<file path="config.mk">
export PLATFORM = sky130hd
export DESIGN_NAME = risc_instr_fetch
export DESIGN_NICKNAME = d
export VERILOG_FILES = /design/src/rtl/risc_instr_fetch.sv
export SDC_FILE = /design/constraint.sdc
export NUM_CORES = 1
export LEC_CHECK = 0
export BUFFER_PORTS_ARGS = -buffer_cell sky130_fd_sc_hd__buf_2
export CAP_MARGIN = 20
export CORE_ASPECT_RATIO = 2
export CORE_MARGIN = 2
export CORE_UTILIZATION = 40
export DETAILED_ROUTE_END_ITERATION = 12
export PLACE_DENSITY_LB_ADDON = 0.08
export SLEW_MARGIN = 30
export SYNTH_ARGS = -nofsm -noshare
export SYNTH_HDL_FRONTEND = slang
export SYNTH_SLANG_ARGS = --single-unit
export TNS_END_PERCENT = 1
</file>
<file path="constraint.sdc">
create_clock -name CLK -period 3.3 [get_ports CLK]
set_input_delay 0.33 -clock CLK [delete_from_list [all_inputs] [get_ports CLK]]
set_output_delay 0.33 -clock CLK [all_outputs]
set_load 0.03 [all_outputs]
</file>
<file path="src/rtl/risc_instr_fetch.sv">
// rtl/risc_instr_fetch.sv - IF stage: fetch PC, imem req/ack handshake, IF/DOF register, redirect squash
module risc_instr_fetch #(
  parameter logic [7:0]  START_PC = 8'h00,
  parameter logic [31:0] NOP_WORD = 32'h0000_0000
) (
  input  logic        CLK,
  input  logic        reset,
  input  logic        stall,
  input  logic        redirect_valid,
  input  logic [7:0]  redirect_pc,
  output logic        imem_req,
  output logic [7:0]  imem_addr,
  input  logic        imem_ack,
  input  logic [31:0] imem_data,
  output logic [7:0]  PC_1,
  output logic [31:0] IR,
  output logic        branch_predict
);

  typedef enum logic [1:0] {RST, FETCH, HOLD, DRAIN} state_t;

  state_t      state_q;
  logic [7:0]  pc_q;
  logic [7:0]  pc1_q;
  logic [31:0] ir_q;
  logic        bp_q;
  logic [31:0] buf_q;
  logic [7:0]  buf_addr_q;
  logic [7:0]  out_addr_q;

  always_ff @(negedge CLK or posedge reset) begin
    if (reset) begin
      state_q    <= RST;
      pc_q       <= START_PC;
      pc1_q      <= 8'h00;
      ir_q       <= NOP_WORD;
      bp_q       <= 1'b0;
      buf_q      <= 32'h0;
      buf_addr_q <= 8'h00;
      out_addr_q <= START_PC;
    end else begin
      case (state_q)
        RST: state_q <= FETCH;
        FETCH: begin
          if (redirect_valid) begin
            pc_q <= redirect_pc;
            ir_q <= NOP_WORD;
            bp_q <= 1'b0;
            // Unacked request must finish on its old address before refetching
            if (!imem_ack) begin
              out_addr_q <= pc_q;
              state_q    <= DRAIN;
            end
          end else if (imem_ack && stall) begin
            buf_q      <= imem_data;
            buf_addr_q <= pc_q;
            state_q    <= HOLD;
          end else if (imem_ack) begin
            ir_q  <= imem_data;
            pc1_q <= pc_q + 8'd1;
            bp_q  <= 1'b1;
            pc_q  <= pc_q + 8'd1;
          end else if (!stall) begin
            ir_q <= NOP_WORD;
            bp_q <= 1'b0;
          end
        end
        HOLD: begin
          if (redirect_valid) begin
            pc_q    <= redirect_pc;
            ir_q    <= NOP_WORD;
            bp_q    <= 1'b0;
            state_q <= FETCH;
          end else if (!stall) begin
            ir_q    <= buf_q;
            pc1_q   <= buf_addr_q + 8'd1;
            bp_q    <= 1'b1;
            pc_q    <= pc_q + 8'd1;
            state_q <= FETCH;
          end
        end
        DRAIN: begin
          if (redirect_valid) pc_q <= redirect_pc;
          if (imem_ack) state_q <= FETCH;
        end
        default: state_q <= RST;
      endcase
    end
  end

  assign imem_req       = (state_q == FETCH) || (state_q == DRAIN);
  assign imem_addr      = (state_q == DRAIN) ? out_addr_q : pc_q;
  assign PC_1           = pc1_q;
  assign IR             = ir_q;
  assign branch_predict = bp_q;

endmodule

</file>
After elaboration in Yosys (flattened, before gate mapping) --
Cells that the tools add are included. Widths: inputs -> output; s select.
Word-level totals: bits in registers 99, bits in latches 0, memory bits (writable) 0, logic and storage cells 72, input bits 45, ROM bits 0, memories kept 0, output and inout bits 50
Cells by class: shift-type cells 0, add/sub/neg operators 2, multipliers 0, multiplexer cells 33, equality and inequality tests 16, bitwise logic cells 2, div/mod/pow operators 0, reductions and logical operators 11, $lt $le $gt $ge 0
Operators with widths (count):
- $mux 32 | 6
- $mux 8 | 10
- $pmux 32 s2 | 1
- $pmux 8 s3 | 1
- $add 8x1->8 const B | 2
- $pmux 8 s2 | 1
- $ne 3x3->1 const B | 5
- $ne 2x2->1 const B | 7
- $mux 2 | 6
- $pmux 2 s4 | 1
- $reduce_and 4->1 | 2
- $mux 1 | 6
- $reduce_and 3->1 | 2
- $reduce_and 6->1 | 1
- $reduce_and 5->1 | 1
- $eq 2x2->1 const B | 2
- $ne 4x4->1 const B | 1
- $reduce_bool 3->1 | 1
- $eq 2x1->1 const B | 1
- $logic_not 2->1 | 1
- $not 1->1 | 2
- $pmux 1 s2 | 1
- $reduce_bool 2->1 | 1
- $logic_and 1x1->1 | 1
- $logic_or 1x1->1 | 1

Longest topological paths before layout --
Gate-level depths: netlist of the first run.
word-level depth 5, mapped depth 8, mapped depth without buffers 6

==> key figures, run 1 <==
Global routing
  • Largest net degree at the start of global routing: 58
  • GRT Util Overall: 18.81%
  • Vias in the first global route: 3,675
  • Initial antenna violation count: 0
  • Global-route wire length before repair: 18.76 mm
  • Congestion Overflow GR: 0

Floorplan
  • Area of the core: 0.01205 mm²
  • Die extent in y: 160.8 µm
  • Chip width: 82.40 µm
  • Initial core utilization: 40.80%
  • Io pins: 95
  • Die area: 0.01325 mm²
  • Rows: 57

Route
  • Drt wl/cell: 17.82 µm
  • Starting DRT DRC Count: 125
  • Met3 wire len: 464 µm
  • Top Layer Used: met4
  • Met1 wire length: 4.265 mm
  • Vias per inst: 5.418
  • Final antenna-violating net count: 0
  • Routed vias: 3,587
  • DRC viols: 0
  • Drt pass-1 iters: 4
  • Routed length on met2: 6.632 mm
  • WL final: 11.80 mm

Yosys
  • Synth cell types: 45
  • Post-synthesis mux area share: 23.13%
  • Synth Register Bits: 99
  • Synth Area per Inst: 12.61 µm²
  • Compound-Gate Fraction of Synth Area: 13.49%
  • Simple-gate share of the synthesized area: 6.260%
  • Yosys synthesis warning count: 0
  • Syn nets: 442
  • Primary FF master, synth: dfrtn_1
  • Main combinational cell family by area after synthesis: multiplexers
  • Seq/Total Area, Yosys: 50.38%
  • Post-Synthesis Cells: 390
  • Ys async rst share: 100.0%
  • XOR/XNOR Fraction of Synth Area: 1.069%
  • Syn Std Cell Area: 0.004917 mm²
  • Post-synth EDFFs: 0
  • Adder-Cell Fraction of Synth Area: 1.781%

Power
  • Pwr dens: 1104 mW/mm²
  • Final Total Pwr: 0.006877 W
  • Leak pwr: 3.034 nW
  • Max VDD drop: 0.5929 mV

Finish
  • Post-layout util: 51.69%
  • Syn-to-layout area delta: 26.69%
  • Nets: 563
  • N_diodes: 0
  • Layout Cells excl Fill: 662
  • Layout cells sized above 1: 48.74%

Job
  • Max cap viols: 0

Placed design
  • Post-DP HPWL: 8.783 mm
  • GP Congestion: 0.9166
  • Port Buffer Count: 94
  • Dpl cells: 644
  • Post-place setup slack: -0.06605 ns

Clock network
  • Clk Latency, worst-skew pair: 0.35 ns
  • H-tree Lvls: 3
  • CTS Hold Bufs: 0
  • Longest Clk Path Bufs: 2
  • CTS clock-pin slew for the worst setup and hold paths: 0.05 ns
  • Clk sinks: 99
  • Root Buffer: clkbuf_16
  • TritonCTS clock tree: yes
  • TritonCTS Buffers: 9

Timing
  • Final worst slack: -0.2448 ns
  • Skew final: 0.008726 ns
  • # setup viols final: 9
  • Worst rel slew slack: 45.49%
  • RSZ-0062 raised after global routing: yes
  • Worst-margin pin slew: 0.8177 ns
  • Final hold vios: 0
  • Slew Limit Fails: 0

Setup path
  • Arrival @ worst endpoint: 3.21 ns
  • Maximum fanout along the worst path: 4
  • Critical path capture point type: primary output
  • Critical Path RT: 2.97 ns
  • Startpoint types: flop
  • Setup CP Type: flop to primary output

Min path
  • Worst min-delay path category: flop to flop

Outcome
  • Outcome: finished with violations
  • Failing checks: setup timing
## cell usage in the layout (no fill, tap or decap), drive strengths merged, types with 6 or more instances in the layout
cell	netlist	layout
inv	11	12
clkbuf	10	10
o2bb2ai	6	6
a21oi	12	12
nor2	7	7
ha	7	7
nand3	10	10
buf	16	136
nand2	19	19
a22o	32	32
dfrtn	99	99
mux2	86	86
o21ai	20	20
nor3	9	9
mux2i	6	6
## cells in the mapped netlist (2+ instances only)
master | number | area share, %
dfrtn_1 | 99 | 50
mux2_2 | 56 | 13
a22o_1 | 32 | 5.7
mux2_4 | 29 | 8.9
nand2_1 | 19 | 1.5
o21ai_0 | 18 | 1.8
buf_2 | 12 | 1.2
a21oi_1 | 10 | 1.0
clkbuf_1 | 10 | 0.76
nand3_1 | 10 | 1.0
inv_1 | 8 | 0.61
nor3_1 | 8 | 0.81
ha_1 | 7 | 1.8
nor2_1 | 7 | 0.53
mux2i_1 | 6 | 1.2
o2bb2ai_1 | 6 | 1.1
xnor2_1 | 4 | 0.71
buf_8 | 3 | 0.92
inv_2 | 3 | 0.23
o21a_1 | 3 | 0.46
o31ai_1 | 3 | 0.46
a21o_1 | 2 | 0.31
a21oi_2 | 2 | 0.36
a2bb2oi_1 | 2 | 0.36
and3_1 | 2 | 0.25
nand4_1 | 2 | 0.25
nor2b_1 | 2 | 0.25
nor4_1 | 2 | 0.25
o211ai_1 | 2 | 0.31
o21bai_1 | 2 | 0.31
o221ai_1 | 2 | 0.36
or2_2 | 2 | 0.25
or3_1 | 2 | 0.25
xor2_1 | 2 | 0.36
## sequential cells by signal, indices dropped and copies added (netlist names)
register / flops
IR: 32
buf_q: 32
PC_1: 8
buf_addr_q: 8
out_addr_q: 8
pc_q: 8
state_q: 2
branch_predict: 1
## worst paths after layout
kind / startpoint / to / slack (ns) / cells past startpoint
worst max-delay path: state_q[1] / imem_addr[2] / -0.24 / 5
worst max register to register: state_q[0] / IR[15] / 0.80 / 7
max in group asynchronous: reset / pc_q[0] / 1.36 / 3
worst min-delay path: PC_1[2] / PC_1[2] / 0.43 / 2
worst min register to register: PC_1[2] / PC_1[2] / 0.43 / 2
min in group asynchronous: reset / buf_q[12] / 1.62 / 3
## cell families (layout without fill, tap and decap cells)
logic type,after synthesis,in the layout
AND/OR/NAND/NOR,61,61
XOR/XNOR,6,6
multiplexers,92,92
adder cells (fa/ha/maj),7,7
AO/OA/AOI/OAI,88,88
flip-flops,99,99
buffers and inverters,37,162
## metrics by stage
stage | instance area, µm² | hold slack, ns | TNS, ns
after floorplan | 4921 | 0.4102 | -1.144
after global placement | 5777 | 0.4177 | -0.2083
after detailed placement | 5777 | 0.4300 | -0.6890
after CTS | 6226 | 0.4320 | -2.003
after global routing | 6230 | 0.4635 | -2.593
final | 6230 | 0.4267 | -2.028
## metal layers
layer	up-vias	GRT usage, %
met3	20	3.146
met2	82	34.64
met1	1819	19.66
met5	-	0
met4	0	8.864
li1	1666	-
## critical path, stage by stage, from the launching register on
cell,delay [ns]
dfrtn_1,0.42
buf_6,0.11
ha_4,0.14
buf_6,0.12
mux2_4,0.30
buf_6,0.14
## area by class of cell
class / count / area, µm²
Timing Repair Buffer: 136 / 908.4
Inverter: 11 / 45.04
Sequential cell: 99 / 2477
Clock buffer: 10 / 229.0
Fill cell: 1071 / 5823
Multi-Input combinational cell: 254 / 2301
Clock inverter: 5 / 85.08
Tap cell: 147 / 183.9
## repair_timing
action                                  CTS  global route
gates resized for setup                  33             1
endpoints found under the setup margin    9             9
setup buffers                             3             0
gates cloned                              0             0
## power breakdown
part	switching, W	internal, W
clock network	0.000453	0.000666
registers	0.000366	0.00186
logic	0.00189	0.00164
total	0.00271	0.00417
No activity file was read; power rests on OpenSTA's default activity.
==> run 2, diff against run 1 <==
Settings changed: ABC_AREA from default to 1, CORE_UTILIZATION 40 to 45.
==> run 2 against run 1 <==
Utilization up 6.6 points. Die area down 13%. Highest routed layer unchanged. Final cell count up 32%. Largest power group unchanged. The run still ends with setup timing left. Critical endpoint is now imem_req. Sequential share of layout area up 1.1 points.
==> key figures, run 2 <==
Outcome
  • Outcome: finished with violations
  • Failing checks: setup timing

Yosys
  • Syn Std Cell Area: 0.004787 mm²
  • Post-synth EDFFs: 0
  • Top cells by area, synth: dfrtn_1, nand2_1, o21ai_0
  • Area leader, netlist: dfrtn_1
  • Post-Synthesis Cells: 621
  • Primary FF master, synth: dfrtn_1
  • Synth cell count leaders: nand2_1, o21ai_0, dfrtn_1
  • Seq/Total Area, Yosys: 51.75%
  • Synth Register Bits: 99
  • Ys async rst share: 100.0%
  • Syn nets: 673
  • Synth cell types: 20
  • Count leader, synth: nand2_1
  • Synth Area per Inst: 7.709 µm²
  • Yosys synthesis warning count: 0
  • Synth top area share: 51.75%

Clock network
  • Longest Clk Path Bufs: 2
  • Clk Latency, worst-skew pair: 0.35 ns
  • Clk sinks: 99
  • Root Buffer: clkbuf_16
  • H-tree Lvls: 3
  • TritonCTS clock tree: yes
  • CTS clock-pin slew for the worst setup and hold paths: 0.05 ns
  • TritonCTS Buffers: 9

Timing
  • Final hold vios: 0
  • Worst-margin pin slew: 0.5535 ns
  • Final worst slack: -0.1860 ns
  • Slew Limit Fails: 0
  • Setup TNS: -1.348 ns
  • RSZ-0062 raised after global routing: yes
  • Skew final: 0.005556 ns
  • # setup viols final: 9
  • Worst rel slew slack: 63.05%

Setup path
  • Setup CP Type: flop to primary output
  • CP max stage cell: dfrtn_1
  • CP Buf/Inv Count: 2
  • Critical path capture point type: primary output
  • Maximum fanout along the worst path: 8
  • Critical Path RT: 2.97 ns
  • Startpoint types: flop
  • Arrival @ worst endpoint: 3.16 ns
  • Worst path max stage delay: 0.39 ns
  • Crit-path cells: ha_4, clkbuf_16, or2_4, buf_6
  • CP top delay family: flip-flops

Floorplan
  • Io pins: 95
  • Chip width: 76.93 µm
  • Die area: 0.01153 mm²
  • Die extent in y: 149.9 µm
  • Area of the core: 0.01041 mm²
  • Initial core utilization: 45.98%
  • Rows: 53

Finish
  • Syn-to-layout area delta: 26.74%
  • Layout cells sized above 1: 23.43%
  • Post-layout util: 58.27%
  • N_diodes: 0
  • Highest-count cells in the layout ignoring fill and taps: nand2_1, dfrtn_1, o21ai_0, buf_2, nand3_1
  • Nets: 781
  • Commonest non-fill, non-tap cell in the layout: nand2_1

Job
  • Max cap viols: 0

Route
  • Drt pass-1 iters: 4
  • DRC viols: 0
  • Final antenna-violating net count: 0
  • Vias per inst: 5.098
  • Drt wl/cell: 15.08 µm
  • Routed vias: 4,440
  • WL final: 13.14 mm
  • Starting DRT DRC Count: 254

Power
  • Max VDD drop: 0.6259 mV
  • Pwr dens: 1056 mW/mm²
  • Final Total Pwr: 0.006404 W
  • Leak pwr: 3.249 nW

Global routing
  • Largest net degree at the start of global routing: 48
  • GRT Util Overall: 23.55%
  • Congestion Overflow GR: 0
  • Initial antenna violation count: 0
  • Global-route wire length before repair: 21.37 mm
  • Vias in the first global route: 4,425

Placed design
  • Post-place setup slack: 0.03938 ns
  • GP Congestion: 0.9362
  • Port Buffer Count: 94
  • Post-DP HPWL: 9.324 mm

Min path
  • Worst min-delay path category: flop to flop
==> run 2: cell types whose count changed in the layout (fill, tap and decap cells not counted), moves of 32 or more <==
cell	change
nand3_1	+56
inv_1	+50
mux2_2	-50
a22o_1	-32
nand2_1	+194
mux2_4	-35
o21ai_0	+82
==> run 2: report_power, final <==
part	leakage [nW]	internal (W)	switching (W)
Clock	0.146	0.000612	0.000456
Sequential	1.27	0.00185	0.000383
Combinational	1.84	0.00109	0.00202
Total	3.25	0.00354	0.00286
==> run 2: final timing paths <==
kind	startpoint	endpoint	slack (ns)	cells after the start
setup / recovery	state_q[1]	imem_req	-0.19	4
hold / removal	PC_1[5]	PC_1[5]	0.42	2
setup reg to reg	state_q[0]	PC_1[4]	1.14	10
hold reg to reg	PC_1[5]	PC_1[5]	0.42	2
max in group asynchronous	reset	IR[1]	1.18	3
min in group asynchronous	reset	buf_q[9]	1.52	2
==> run 2: logic make-up (layout without fill, tap and decap cells) <==
logic type,count (synthesis),count (layout),synth area share (%)
fa+ha+maj,7,7,1.830
simple gates,312,312,27.08
flops,99,99,51.75
buf+inv,92,205,7.501
xor+xnor,1,1,0.1830
compound gates,110,110,11.66
==> run 2: worst register-to-register path, stage by stage, from the launching register on <==
cell     delay (ns)
dfrtn_1        0.37
buf_4          0.17
inv_1          0.10
ha_2           0.27
buf_4          0.43
nand2_1        0.11
nand2_1        0.09
nand3_2        0.25
inv_2          0.21
nand3_1        0.13
nand2_1        0.07
==> run 2: layout make-up <==
class | instances | area [µm²]
Fill cell | 1006 | 4344
Sequential cell | 99 | 2477
Multi-Input combinational cell | 430 | 2034
Timing Repair Buffer | 128 | 848.3
Clock buffer | 11 | 242.7
Inverter | 61 | 232.7
Tap cell | 137 | 171.4
Clock inverter | 5 | 60.06
==> run 2: stage by stage <==
stage / hold WS, ns / area, µm² / instances
4_1_cts: 0.4244 / 5959 / 870
5_1_grt: 0.4468 / 6067 / 871
3_5_place_dp: 0.4214 / 5559 / 847
3_3_place_gp: 0.4199 / 5559 / 847
2_1_floorplan: 0.4134 / 4791 / 621
6_report: 0.4192 / 6067 / 871
==> run 2: repair_timing <==
| action | 4_1_cts | 5_1_grt |
|---|---|---|
| gates cloned | 0 | 1 |
| buffers inserted | 8 | 0 |
| gates resized for setup | 20 | 28 |
| hold buffers | 0 | 0 |
| endpoints found under the setup margin | 9 | 9 |
| pin swaps | 2 | 5 |
==> run 2: layer usage <==
layer	track usage, %	wire length (µm)	vias to the layer above
met5	0	0	-
met4	10.45	417	0
met3	3.076	367	27
met2	45.44	7374	104
met1	24.98	4978	2113
li1	-	-	2196
==> run 3, diff against run 2 <==
Settings changed: CELL_PAD_IN_SITES_DETAIL_PLACEMENT from default to 0, CELL_PAD_IN_SITES_GLOBAL_PLACEMENT from default to 1, CORE_UTILIZATION 45 to 40, REMOVE_ABC_BUFFERS from default to 1.
==> run 3 against run 2 <==
The flow still finishes with violations (setup timing). Power is 0.86% lower. Worst hold slack gained 0.0053 ns. Via count is 0.92% lower. Register-to-register slack got worse by 0.17 ns. Clock skew barely moved. Utilization decreased by 6.8 points. Sequential power is essentially flat. Highest routed layer unchanged.
==> key figures, run 3 (synthesis results as in run 2) <==
Outcome
  • Outcome: finished with violations
  • Failing checks: setup timing

Setup path
  • FF-to-FF End: IR[31]
  • Startpoint types: flop
  • Critical Path RT: 2.97 ns
  • CP startpoint: state_q[1]
  • Setup CP Type: flop to primary output
  • RR Startpoint: state_q[1]
  • Arrival @ worst endpoint: 3.16 ns
  • Worst setup endpoint: imem_req
  • Reg2Reg Depth: 9
  • Maximum fanout along the worst path: 4
  • Critical path capture point type: primary output
  • R2R setup slack: 0.97 ns

Floorplan
  • Chip width: 81.36 µm
  • Die area: 0.01291 mm²
  • Io pins: 95
  • Area of the core: 0.01170 mm²
  • Rows: 56
  • Initial core utilization: 40.91%
  • Die extent in y: 158.7 µm

Route
  • Routed vias: 4,399
  • Starting DRT DRC Count: 196
  • Drt pass-1 iters: 4
  • Final antenna-violating net count: 0
  • DRC viols: 0
  • Drt wl/cell: 15.70 µm
  • Vias per inst: 5.039
  • WL final: 13.71 mm

Timing
  • Worst rel slew slack: 60.88%
  • RSZ-0062 raised after global routing: yes
  • Worst-margin pin slew: 0.5859 ns
  • Slew Limit Fails: 0
  • Final hold vios: 0
  • Final worst slack: -0.1935 ns
  • # setup viols final: 9
  • WHS: 0.4245 ns
  • Setup TNS: -1.146 ns
  • Skew final: 0.005770 ns

Finish
  • Register Area: 0.002477 mm²
  • Commonest non-fill, non-tap cell in the layout: nand2_1
  • Layout cells sized above 1: 22.66%
  • Filler instances: 1,181
  • Syn-to-layout area delta: 25.72%
  • Nets: 775
  • Layout Cells excl Fill: 873
  • Highest-count cells in the layout ignoring fill and taps: nand2_1, dfrtn_1, o21ai_0, buf_2, nand3_1
  • Area occupied by multi-input gates: 0.002021 mm²
  • N_diodes: 0

Placed design
  • Post-place setup slack: -0.07195 ns
  • GP Congestion: 0.8717
  • Dpl cells: 855
  • Post-DP HPWL: 9.649 mm
  • Port Buffer Count: 94

Clock network
  • CTS clock-pin slew for the worst setup and hold paths: 0.05 ns
  • Clk sinks: 99
  • TritonCTS clock tree: yes
  • H-tree Lvls: 3
  • TritonCTS Buffers: 9
  • Longest Clk Path Bufs: 2
  • Clk Latency, worst-skew pair: 0.35 ns
  • Root Buffer: clkbuf_16

Global routing
  • M1 GR Usage: 24.88%
  • Global-route wire length before repair: 22.25 mm
  • Largest net degree at the start of global routing: 53
  • Vias in the first global route: 4,429
  • Grt met3 use: 3.068%
  • GRT Util Overall: 22.56%
  • Congestion Overflow GR: 0
  • Met2 usage: 40.39%
  • Grt peak-use layer: met2
  • Initial antenna violation count: 0

Job
  • Max cap viols: 0

Power
  • Pwr dens: 1055 mW/mm²
  • Leak pwr: 3.227 nW
  • Max VDD drop: 0.5074 mV

Min path
  • Worst min-delay path category: flop to flop
[run 3: cell count changes in the layout (fill, tap and decap cells not counted), sizes merged]
cell | previous run | this run
inv | 61 | 64
clkinvlp | 2 | 0
buf | 127 | 122
clkinv | 2 | 3
clkbuf | 12 | 9
[run 3: how the worst min path moves through the flow]
stage / startpoint / cells past startpoint / endpoint
floorplan: out_addr_q[0] / 2 / out_addr_q[0]
global placement: IR[20] / 2 / IR[20]
detailed placement: IR[9] / 2 / IR[9]
CTS: IR[9] / 2 / IR[9]
global route: IR[30] / 2 / IR[30]
finish: PC_1[3] / 2 / PC_1[3]
[run 3: per-layer routing]
metal | vias up | part of all wire, %
met4 | 0 | 4.1
li1 | 2179 | -
met2 | 116 | 54
met5 | - | 0
met1 | 2069 | 39
met3 | 35 | 3.2
[run 3: cell type report]
type / count / area share, %
repair buffers: 122 / 13.22
clock inverters: 7 / 1.393
clock buffers: 9 / 3.742
multi-input cells: 430 / 33.58
flip-flops and latches: 99 / 41.16
inverters: 61 / 3.888
well taps: 145 / 3.015
[run 3: report_power, final]
group / internal [W] / switching, W
logic: 0.00102 / 0.00199
registers: 0.00184 / 0.000392
clock network: 0.000603 / 0.000506
total: 0.00346 / 0.00288
[run 3: what timing repair did]
item / CTS / global route
pin swaps: 1 / 1
setup endpoints to repair: 9 / 9
setup buffers: 2 / 0
hold buffers: 0 / 0
resized for setup: 28 / 14
[run 3: critical path, cell delays in order, from the launching register on]
cell and delay (ns):
dfrtn_1 0.48, buf_6 0.13, inv_4 0.04, ha_4 0.15
or2_4 0.22, buf_6 0.14
[run 3: metrics by stage]
stage                     utilization (%)  total power [W]  instance area, µm²
after global routing                51.43         0.006822                6018
after CTS                           51.06         0.006358                5974
after detailed placement            47.69         0.005083                5580
after floorplan                         -         0.003967                4657
after global placement              47.69         0.005027                5580
final                               51.43         0.006349                6018
